<file path="src/rtl/mmv_splitter.sv">
// mmv_splitter: address-decoding splitter from one memory-mapped master to
// SLAVES memory-mapped slaves. The upper SELW address bits select the slave.
// Read responses return in issue order. Up to RDPENDS reads may be
// outstanding, and all of them must go to the same target. Unmapped accesses
// complete locally: writes are dropped, and reads return DEFDAT one cycle later.
//
// Ports:
//   clk, reset      clock; asynchronous active-low reset
//   s_addr/s_wreq/s_wdat/s_rreq   master request
//   s_rdat/s_rval   read response to the master
//   s_busy          request not accepted this cycle
//   m_addr/m_wdat   broadcast of s_addr/s_wdat to every slave
//   m_wreq/m_rreq   per-slave request strobes
//   m_rdat/m_rval   per-slave read responses (no backpressure)
//   m_busy          per-slave not-ready
module mmv_splitter #(
  parameter int unsigned       AWIDTH  = 8,
  parameter int unsigned       DWIDTH  = 8,
  parameter int unsigned       SLAVES  = 3,
  parameter int unsigned       RDPENDS = 4,
  parameter logic [DWIDTH-1:0] DEFDAT  = '0
) (
  input  logic                           clk,
  input  logic                           reset,
  input  logic [AWIDTH-1:0]              s_addr,
  input  logic                           s_wreq,
  input  logic [DWIDTH-1:0]              s_wdat,
  input  logic                           s_rreq,
  output logic [DWIDTH-1:0]              s_rdat,
  output logic                           s_rval,
  output logic                           s_busy,
  output logic [SLAVES-1:0][AWIDTH-1:0]  m_addr,
  output logic [SLAVES-1:0]              m_wreq,
  output logic [SLAVES-1:0][DWIDTH-1:0]  m_wdat,
  output logic [SLAVES-1:0]              m_rreq,
  input  logic [SLAVES-1:0][DWIDTH-1:0]  m_rdat,
  input  logic [SLAVES-1:0]              m_rval,
  input  logic [SLAVES-1:0]              m_busy
);

  localparam int unsigned SELW = $clog2(SLAVES);
  localparam int unsigned TGTW = $clog2(SLAVES + 1);
  localparam int unsigned CNTW = $clog2(RDPENDS + 1);

  // The target code SLAVES stands for the local unmapped responder.
  localparam logic [TGTW-1:0] TGT_UNMAPPED = TGTW'(SLAVES);
  localparam logic [CNTW-1:0] CNT_MAX      = CNTW'(RDPENDS);

  logic [CNTW-1:0]   cnt;
  logic [TGTW-1:0]   tgt;
  logic              uval;

  logic [SELW-1:0]   sel;
  logic              mapped;
  logic              sel_busy;
  logic [TGTW-1:0]   sel_eff;
  logic              read_ok;
  logic              rd_accept;
  logic              tgt_mapped;
  logic              tgt_rval;
  logic [DWIDTH-1:0] tgt_rdat;

  assign sel = s_addr[AWIDTH-1 -: SELW];

  // Address and write data are broadcast. Only the strobes are decoded.
  assign m_addr = {SLAVES{s_addr}};
  assign m_wdat = {SLAVES{s_wdat}};

  // Decode the select field. A select value of SLAVES or more is unmapped.
  always_comb begin
    mapped   = 1'b0;
    sel_busy = 1'b0;
    for (int unsigned i = 0; i < SLAVES; i++) begin
      if (sel == SELW'(i)) begin
        mapped   = 1'b1;
        sel_busy = m_busy[i];
      end
    end
  end

  assign sel_eff = mapped ? TGTW'(sel) : TGT_UNMAPPED;

  // One shared target keeps responses in order without a reorder buffer.
  assign read_ok = (cnt < CNT_MAX) && ((cnt == '0) || (tgt == sel_eff));

  // Read rules take precedence when both requests are asserted.
  always_comb begin
    s_busy = 1'b0;
    if (s_rreq) begin
      s_busy = sel_busy | ~read_ok;
    end else if (s_wreq) begin
      s_busy = sel_busy;
    end
  end

  // Per-slave strobes. Unmapped selects strobe nothing.
  always_comb begin
    m_wreq = '0;
    m_rreq = '0;
    for (int unsigned i = 0; i < SLAVES; i++) begin
      if (sel == SELW'(i)) begin
        m_wreq[i] = s_wreq;
        m_rreq[i] = s_rreq & read_ok;
      end
    end
  end

  assign rd_accept = s_rreq & ~s_busy;

  // Pick the response of the current target. An unmapped target falls back to DEFDAT.
  always_comb begin
    tgt_mapped = 1'b0;
    tgt_rval   = 1'b0;
    tgt_rdat   = DEFDAT;
    for (int unsigned i = 0; i < SLAVES; i++) begin
      if (tgt == TGTW'(i)) begin
        tgt_mapped = 1'b1;
        tgt_rval   = m_rval[i];
        tgt_rdat   = m_rdat[i];
      end
    end
  end

  // Valids from non-target slaves, or valids arriving with nothing outstanding, are dropped.
  assign s_rval = tgt_mapped ? (tgt_rval & (cnt != '0)) : uval;
  assign s_rdat = tgt_rdat;

  // Outstanding-read tracking.
  always_ff @(posedge clk or negedge reset) begin
    if (!reset) begin
      cnt  <= '0;
      tgt  <= '0;
      uval <= 1'b0;
    end else begin
      if (rd_accept && !s_rval) begin
        cnt <= cnt + CNTW'(1);
      end else if (!rd_accept && s_rval) begin
        cnt <= cnt - CNTW'(1);
      end
      if (rd_accept) begin
        tgt <= sel_eff;
      end
      uval <= rd_accept & ~mapped;
    end
  end

endmodule

</file>
<file path="config.mk">
export PLATFORM = sky130hd
export DESIGN_NAME = mmv_splitter
export DESIGN_NICKNAME = d
export VERILOG_FILES = /design/src/rtl/mmv_splitter.sv
export SDC_FILE = /design/constraint.sdc
export NUM_CORES = 1
export LEC_CHECK = 0
export ABC_AREA = 1
export CAP_MARGIN = 25
export CORE_AREA = 4 4 64 66
export CTS_CLUSTER_DIAMETER = 30
export DETAILED_ROUTE_END_ITERATION = 8
export DIE_AREA = 0 0 68 70
export PLACE_DENSITY = 0.95
export SLEW_MARGIN = 20
export SYNTH_ARGS = -nofsm -noshare
export SYNTH_HDL_FRONTEND = slang
export SYNTH_SLANG_ARGS = --single-unit
</file>
<file path="constraint.sdc">
create_clock -name clk -period 4.35 [get_ports clk]
set_clock_uncertainty 0.05 [all_clocks]
set_input_delay 1.0875 -clock clk [delete_from_list [all_inputs] [get_ports clk]]
set_output_delay 1.0875 -clock clk [all_outputs]
set_load 0.01 [all_outputs]
</file>
==> key figures, run 1 <==
Run status
  • Outcome: completed

Global route
  • Vias in the first global route: 966
  • GRT Util Overall: 10.1%
  • Initial antenna violation count: 0
  • Largest net degree at the start of global routing: 10
  • First-pass GRT wire length: 3920 um
  • Overflow after GRT: 0

Power
  • Sequential power share: around a fifth
  • Switching power total: ~0.26 mW
  • Switching portion of total power: between 40% and 50%
  • Clock power frac: 8.7%
  • Power, Total: between 0.5 and 0.6 mW
  • Pleak: between 0.5 and 0.6 nW
  • Combinational Power Share: 71.7%
  • Pint: roughly 0.33 mW
  • Pwr Density: between 400 and 500 nW/um^2
  • Max IR drop VDD: ~220 uV

Placed design
  • Final GP Congestion: roughly 0.79
  • Worst setup slack after placement: 0.315 ns
  • Area post-placement: 1260 sq um
  • Dpl hpwl: 2000 um
  • Port Buffers: 57
  • Placed cell count: 207

Finish
  • Most frequent cells in the layout: clkdlybuf4s50_1 (57), nand2_1 (45), nand3_1 (13)
  • Cell area after layout: between 1000 and 1500 sq um
  • Layout Nets: 216
  • FILL cells: 377
  • Non-filler cells, final: 210
  • Core Util, Final: 35.8%
  • P&R area growth vs syn: 26.7%
  • Share of cells above drive strength 1: 11.1%
  • Commonest non-fill, non-tap cell in the layout: clkdlybuf4s50_1
  • # diodes: 0

Yosys
  • Synthesized-area fraction occupied by adder cells: 3.22%
  • Mapped cell area: 1010 sq um
  • Yosys reg bits: 6
  • Synth area leader: buf_4
  • Mux contribution to synthesized area: 1.11%
  • Yosys warns: 0
  • Post-synthesis compound-gate area fraction: 1.49%
  • Synthesized area per cell: between 6 and 7 sq um
  • Register area share after synthesis: 14.9%
  • Leading post-synthesis cells by cell area: buf_4 (36%), nand2_1 (17%), dfrtp_1 (15%), nand3_1 (6.4%), nor2_4 (4.5%)
  • Post-Syn Nets: 204
  • Synth Area in XOR/XNOR: 1.73%
  • Cell count after synthesis: 152
  • Synth cell types: 20
  • Combinational family with the most area after synthesis: buffers and inverters
  • Share of the synthesized area in the top cell type: approximately 36%
  • Synth Area in Simple Gates: 36.0%

CTS
  • CTS Buf Count: 3
  • CTS Hold Bufs: 0
  • CTS tree: yes
  • Postcts setup bufs: 0
  • Worst-case clock buffer depth: 2
  • Clock tree root driver cell: clkbuf_4
  • Clk_lat worst skew: 0.24 ns
  • Resize count post-CTS: 0
  • H-tree levels: 1
  • Clock Pin Slew Worst Setup and Hold Paths: 0.05 ns
  • Clock sink count: 6

STA
  • Final setup violation count: 0
  • Relative slew margins: 78.8%
  • Setup TNS: 0 ns
  • Final hold vios: 0
  • Slew @ Worst Pin: 0.317 ns
  • Final Max Slew Viols: 0
  • Fmax: 248 MHz
  • Final min period: 4.02 ns
  • RSZ-0062 raised after global routing: no
  • Final period utilization: 92.5%
  • Hold WS: just under 0.5 ns
  • Post-route setup slack: 0.325 ns

Critical path
  • CP Data Required Time: 3.21 ns
  • Critical-path maximum fanout: 9
  • CP arrival: 2.89 ns
  • Startpoint types: input port
  • Crit end category: primary output
  • Setup slack, reg-to-reg: 2.05 ns
  • Worst Setup Path Type: input port to primary output

Detailed routing
  • Vias post-DR: 892
  • Routed Antenna Nets: 0
  • Drt first pass iters: 4
  • Detailed-route wire length per cell: 11.1 um
  • Total routed wirelength: 2330 um
  • DR vias/cell: 4.25
  • Drt drc: 0
  • Initial DRC count: 30

Die
  • Initial Util: 28.3%
  • Row cnt: 22
  • Die X: slightly below 70 um
  • Core ar.: 3580 sq um
  • Chip height: about 70 um
  • IO Count: 114
  • Die area: 4760 sq um

Hold path
  • Worst Hold Class: flop to flop

Job
  • Total of max-cap violations: 0
Yosys cell counts, drive strengths merged:
cell type  instances
a21oi              1
mux2               1
fa                 1
nand3             15
buf               50
nand2             47
nor2              14
inv               10
o21ai              2
xnor2              1
xor2               1
dfrtp              6
ha                 1
nand4              2
power by group through the flow:
| stage | clock, mW | combinational (mW) | sequential, mW |
|---|---|---|---|
| global route | 0.0549 | 0.476 | 0.122 |
| global placement | 0 | 0.421 | 0.116 |
| floorplan | 0 | 0.314 | 0.0954 |
| finish | 0.0515 | 0.425 | 0.116 |
| detailed placement | 0 | 0.435 | 0.118 |
| CTS | 0.0523 | 0.437 | 0.117 |
cell families (layout without fill, tap and decap cells):
| logic type | Yosys count | in the layout |
|---|---|---|
| and+or+nand+nor | 78 | 78 |
| muxes | 1 | 1 |
| adders and majority gates | 2 | 2 |
| AOI/OAI and AO/OA | 3 | 3 |
| DFF | 6 | 6 |
| xor gates and xnor gates | 2 | 2 |
| buffers and inverters | 60 | 70 |
final cells by class:
cell class                 count  area [sq um]  share of cell area [%]
sequential                     6           150                    11.7
inverter                      10          37.5                    2.93
clock buffer                   3          22.5                    1.76
timing repair buffer          57           571                    44.5
multi-input combinational     86           440                    34.4
tap                           48          60.1                    4.69
layer usage:
layer	GRT usage [%]	part of all wire, %
met2	17.9	52
met1	10.7	36
met3	2.57	11
met5	0	0
met4	4.64	1.2
sequential cells by signal (all words and copies together) (netlist names):
| signal | cells |
|---|---|
| cnt | 3 |
| tgt | 2 |
| uval | 1 |
worst max-delay path: stages:
cell and delay (ns):
clkdlybuf4s50_1 0.57, inv_2 0.16, nand2_1 0.06, nand2_1 0.08
nand3_2 0.09, nand2_2 0.10, nand2_1 0.10, nor2_1 0.11
clkdlybuf4s50_1 0.54
final timing paths:
path / startpoint / cells after the start / to
max: s_addr[6] / 9 / m_rreq[2]
min: cnt[0] / 1 / cnt[0]
max reg2reg: tgt[0] / 11 / cnt[1]
min reg2reg: cnt[0] / 1 / cnt[0]
max in group asynchronous: reset / 1 / tgt[0]
min in group asynchronous: reset / 1 / tgt[1]
No activity file was read; power rests on OpenSTA's default activity.
==> run 2, diff against run 1 <==
--- a/config.mk
+++ b/config.mk
@@ -11,7 +11,7 @@
 export CTS_CLUSTER_DIAMETER = 30
 export DETAILED_ROUTE_END_ITERATION = 8
 export DIE_AREA = 0 0 68 70
-export PLACE_DENSITY = 0.95
+export PLACE_DENSITY_LB_ADDON = 0.12
 export SLEW_MARGIN = 20
 export SYNTH_ARGS = -nofsm -noshare
 export SYNTH_HDL_FRONTEND = slang
==> key figures, run 2 (synthesized netlist as in run 1, its figures left out) <==
STA
  • Post-route setup slack: 0.363 ns (was 0.325 ns)
  • RSZ-0062 raised after global routing: no (unchanged)
  • Final period utilization: 91.7% (was 92.5%)
  • Slew @ Worst Pin: 0.318 ns (was 0.317 ns)
  • Setup TNS: 0 ns (unchanged)
  • Final hold vios: 0 (unchanged)
  • Final min period: 3.99 ns (was 4.02 ns)
  • Fmax: 251 MHz (was 248 MHz)
  • Final setup violation count: 0 (unchanged)
  • Relative slew margins: 78.8% (about the same)
  • Final Max Slew Viols: 0 (unchanged)

CTS
  • H-tree levels: 1 (unchanged)
  • Worst-case clock buffer depth: 2 (unchanged)
  • Clk_lat worst skew: 0.25 ns (was 0.24 ns)
  • CTS tree: yes (unchanged)
  • Clock tree root driver cell: clkbuf_4 (unchanged)
  • CTS Buf Count: 3 (unchanged)
  • Clock sink count: 6 (unchanged)
  • Resize count post-CTS: 0 (unchanged)
  • CTS Hold Bufs: 0 (unchanged)
  • Postcts setup bufs: 0 (unchanged)
  • Clock Pin Slew Worst Setup and Hold Paths: 0.04 ns (was 0.05 ns)

Critical path
  • Startpoint types: input port (unchanged)
  • R2R depth: 11 (unchanged)
  • CP Data Required Time: 3.21 ns (about the same)
  • Reg2reg start: tgt[0] (unchanged)
  • Crit end category: primary output (unchanged)
  • Worst Setup SP: s_addr[7] (was s_addr[6])
  • CP cell instances: clkdlybuf4s50_1 -> inv_2 -> nand2_1 -> nand2_1 -> nand3_2 -> nand2_2 -> nand2_1 -> nor2_1 -> clkdlybuf4s50_1 (unchanged)
  • Worst path slowest cell: clkdlybuf4s50_1 (unchanged)
  • CP peak stage delay: 0.55 ns (was 0.57 ns)
  • Most used cell, CP: nand2_1 (unchanged)
  • Worst Setup Path Type: input port to primary output (unchanged)
  • Critical-path maximum fanout: 9 (unchanged)
  • CP arrival: 2.85 ns (was 2.89 ns)

Hold path
  • Worst Hold Class: flop to flop (unchanged)
  • Hold path start: cnt[0] (unchanged)
  • Worst Hold Depth: 1 (unchanged)

Power
  • Power, Total: 0.586 mW (was 0.592 mW)
  • Max IR drop VDD: 219 uV (was 223 uV)
  • Pleak: 0.558 nW (unchanged)
  • Pwr Density: 458 nW/um^2 (was 462 nW/um^2)

Placed design
  • Final GP Congestion: 0.800 (was 0.794)
  • Worst setup slack after placement: 0.354 ns (was 0.315 ns)
  • Dpl hpwl: 2170 um (was 2000 um)
  • Placed cell count: 207 (unchanged)
  • Port Buffers: 57 (unchanged)

Die
  • Die area: 4760 sq um (unchanged)
  • IO Count: 114 (unchanged)
  • Die X: 68 um (unchanged)
  • Core ar.: 3580 sq um (unchanged)
  • Initial Util: 28.3% (unchanged)
  • Chip height: 70 um (unchanged)
  • Row cnt: 22 (unchanged)

Finish
  • Number of flip-flops in the largest register: 3 (unchanged)
  • Layout Nets: 216 (unchanged)
  • P&R area growth vs syn: 26.7% (unchanged)
  • Share of cells above drive strength 1: 11.1% (unchanged)
  • Commonest non-fill, non-tap cell in the layout: clkdlybuf4s50_1 (unchanged)
  • # diodes: 0 (unchanged)
  • Most frequent cells in the layout: clkdlybuf4s50_1 (57), nand2_1 (45), nand3_1 (13) (unchanged)
  • Largest regs: cnt x3, tgt x2, uval x1 (unchanged)
  • FILL cells: 381 (was 377)
  • Top reg by flops: cnt (unchanged)
  • Non-filler cells, final: 210 (unchanged)

Detailed routing
  • Initial DRC count: 36 (was 30)
  • Drt first pass iters: 3 (was 4)
  • Detailed-route wire length per cell: 12.2 um (was 11.1 um)
  • DR vias/cell: 4.12 (was 4.25)
  • Total routed wirelength: 2570 um (was 2330 um)
  • Drt drc: 0 (unchanged)
  • Vias post-DR: 865 (was 892)
  • Routed Antenna Nets: 0 (unchanged)

Global route
  • Most Crowded Layer GR: met2 (unchanged)
  • First-pass GRT wire length: 4030 um (was 3920 um)
  • Overflow after GRT: 0 (unchanged)
  • Initial antenna violation count: 0 (unchanged)
  • Vias in the first global route: 884 (was 966)
  • Largest net degree at the start of global routing: 10 (unchanged)
  • Met2 usage: 18.7% (was 17.9%)
  • GR Util met3: 5.31% (was 2.57%)
  • Met1 usage: 10.9% (was 10.7%)
  • GRT Util Overall: 10.7% (was 10.1%)

Run status
  • Outcome: completed (unchanged)

Job
  • Total of max-cap violations: 0 (unchanged)
run 2: cell counts in the layout (fill, tap and decap cells not counted):
Identical to the previous run, type by type.
run 2: worst paths after layout:
path,end,slack (ns)
setup / recovery,m_rreq[0],0.36
hold reg to reg,cnt[0],0.50
max in group asynchronous,cnt[1],2.99
min in group asynchronous,tgt[0],1.04
hold / removal,cnt[0],0.50
setup reg to reg,cnt[1],2.04
run 2: report_power, final:
part / total (mW) / internal, mW / leakage, nW / switching, mW
Clock: 0.0511 / 0.0312 / 0.0138 / 0.0199
Sequential: 0.116 / 0.0811 / 0.0742 / 0.0351
Combinational: 0.419 / 0.216 / 0.470 / 0.203
run 2: layout make-up:
class	instances	area, sq um	area share, %
clock buffer	3	22.5	1.76
inverter	10	37.5	2.93
multi-input combinational	86	440	34.4
sequential	6	150	11.7
tap	48	60.1	4.69
timing repair buffer	57	571	44.5
run 2: metal layers:
layer	vias to the layer above	part of all wire (%)	routed length [um]
li1	441	-	-
met3	4	19	477
met4	0	0.66	17
met5	-	0	0
met1	378	35	912
met2	42	45	1170
run 2: critical path: cells and delay by family:
| family | cells | cell delay, ns |
|---|---|---|
| buffers and inverters | 3 | 1.24 |
| and+or+nand+nor | 6 | 0.52 |
run 2: through the flow:
stage | cell area, sq um | hold WS (ns) | utilization (%)
global route | 1280 | 0.517 | 35.8
global placement | 1260 | 0.481 | 35.2
CTS | 1280 | 0.503 | 35.8
floorplan | 1010 | 0.454 | -
detailed placement | 1260 | 0.492 | 35.2
finish | 1280 | 0.500 | 35.8
==> run 3, diff against run 2 <==
--- a/config.mk
+++ b/config.mk
@@ -11,6 +11,7 @@
 export CTS_CLUSTER_DIAMETER = 30
 export DETAILED_ROUTE_END_ITERATION = 8
 export DIE_AREA = 0 0 68 70
+export GPL_ROUTABILITY_DRIVEN = 1
 export PLACE_DENSITY_LB_ADDON = 0.12
 export SLEW_MARGIN = 20
 export SYNTH_ARGS = -nofsm -noshare
==> results of run 3 <==
No change in the layout: final DEF, timing and power equal those of run 2.
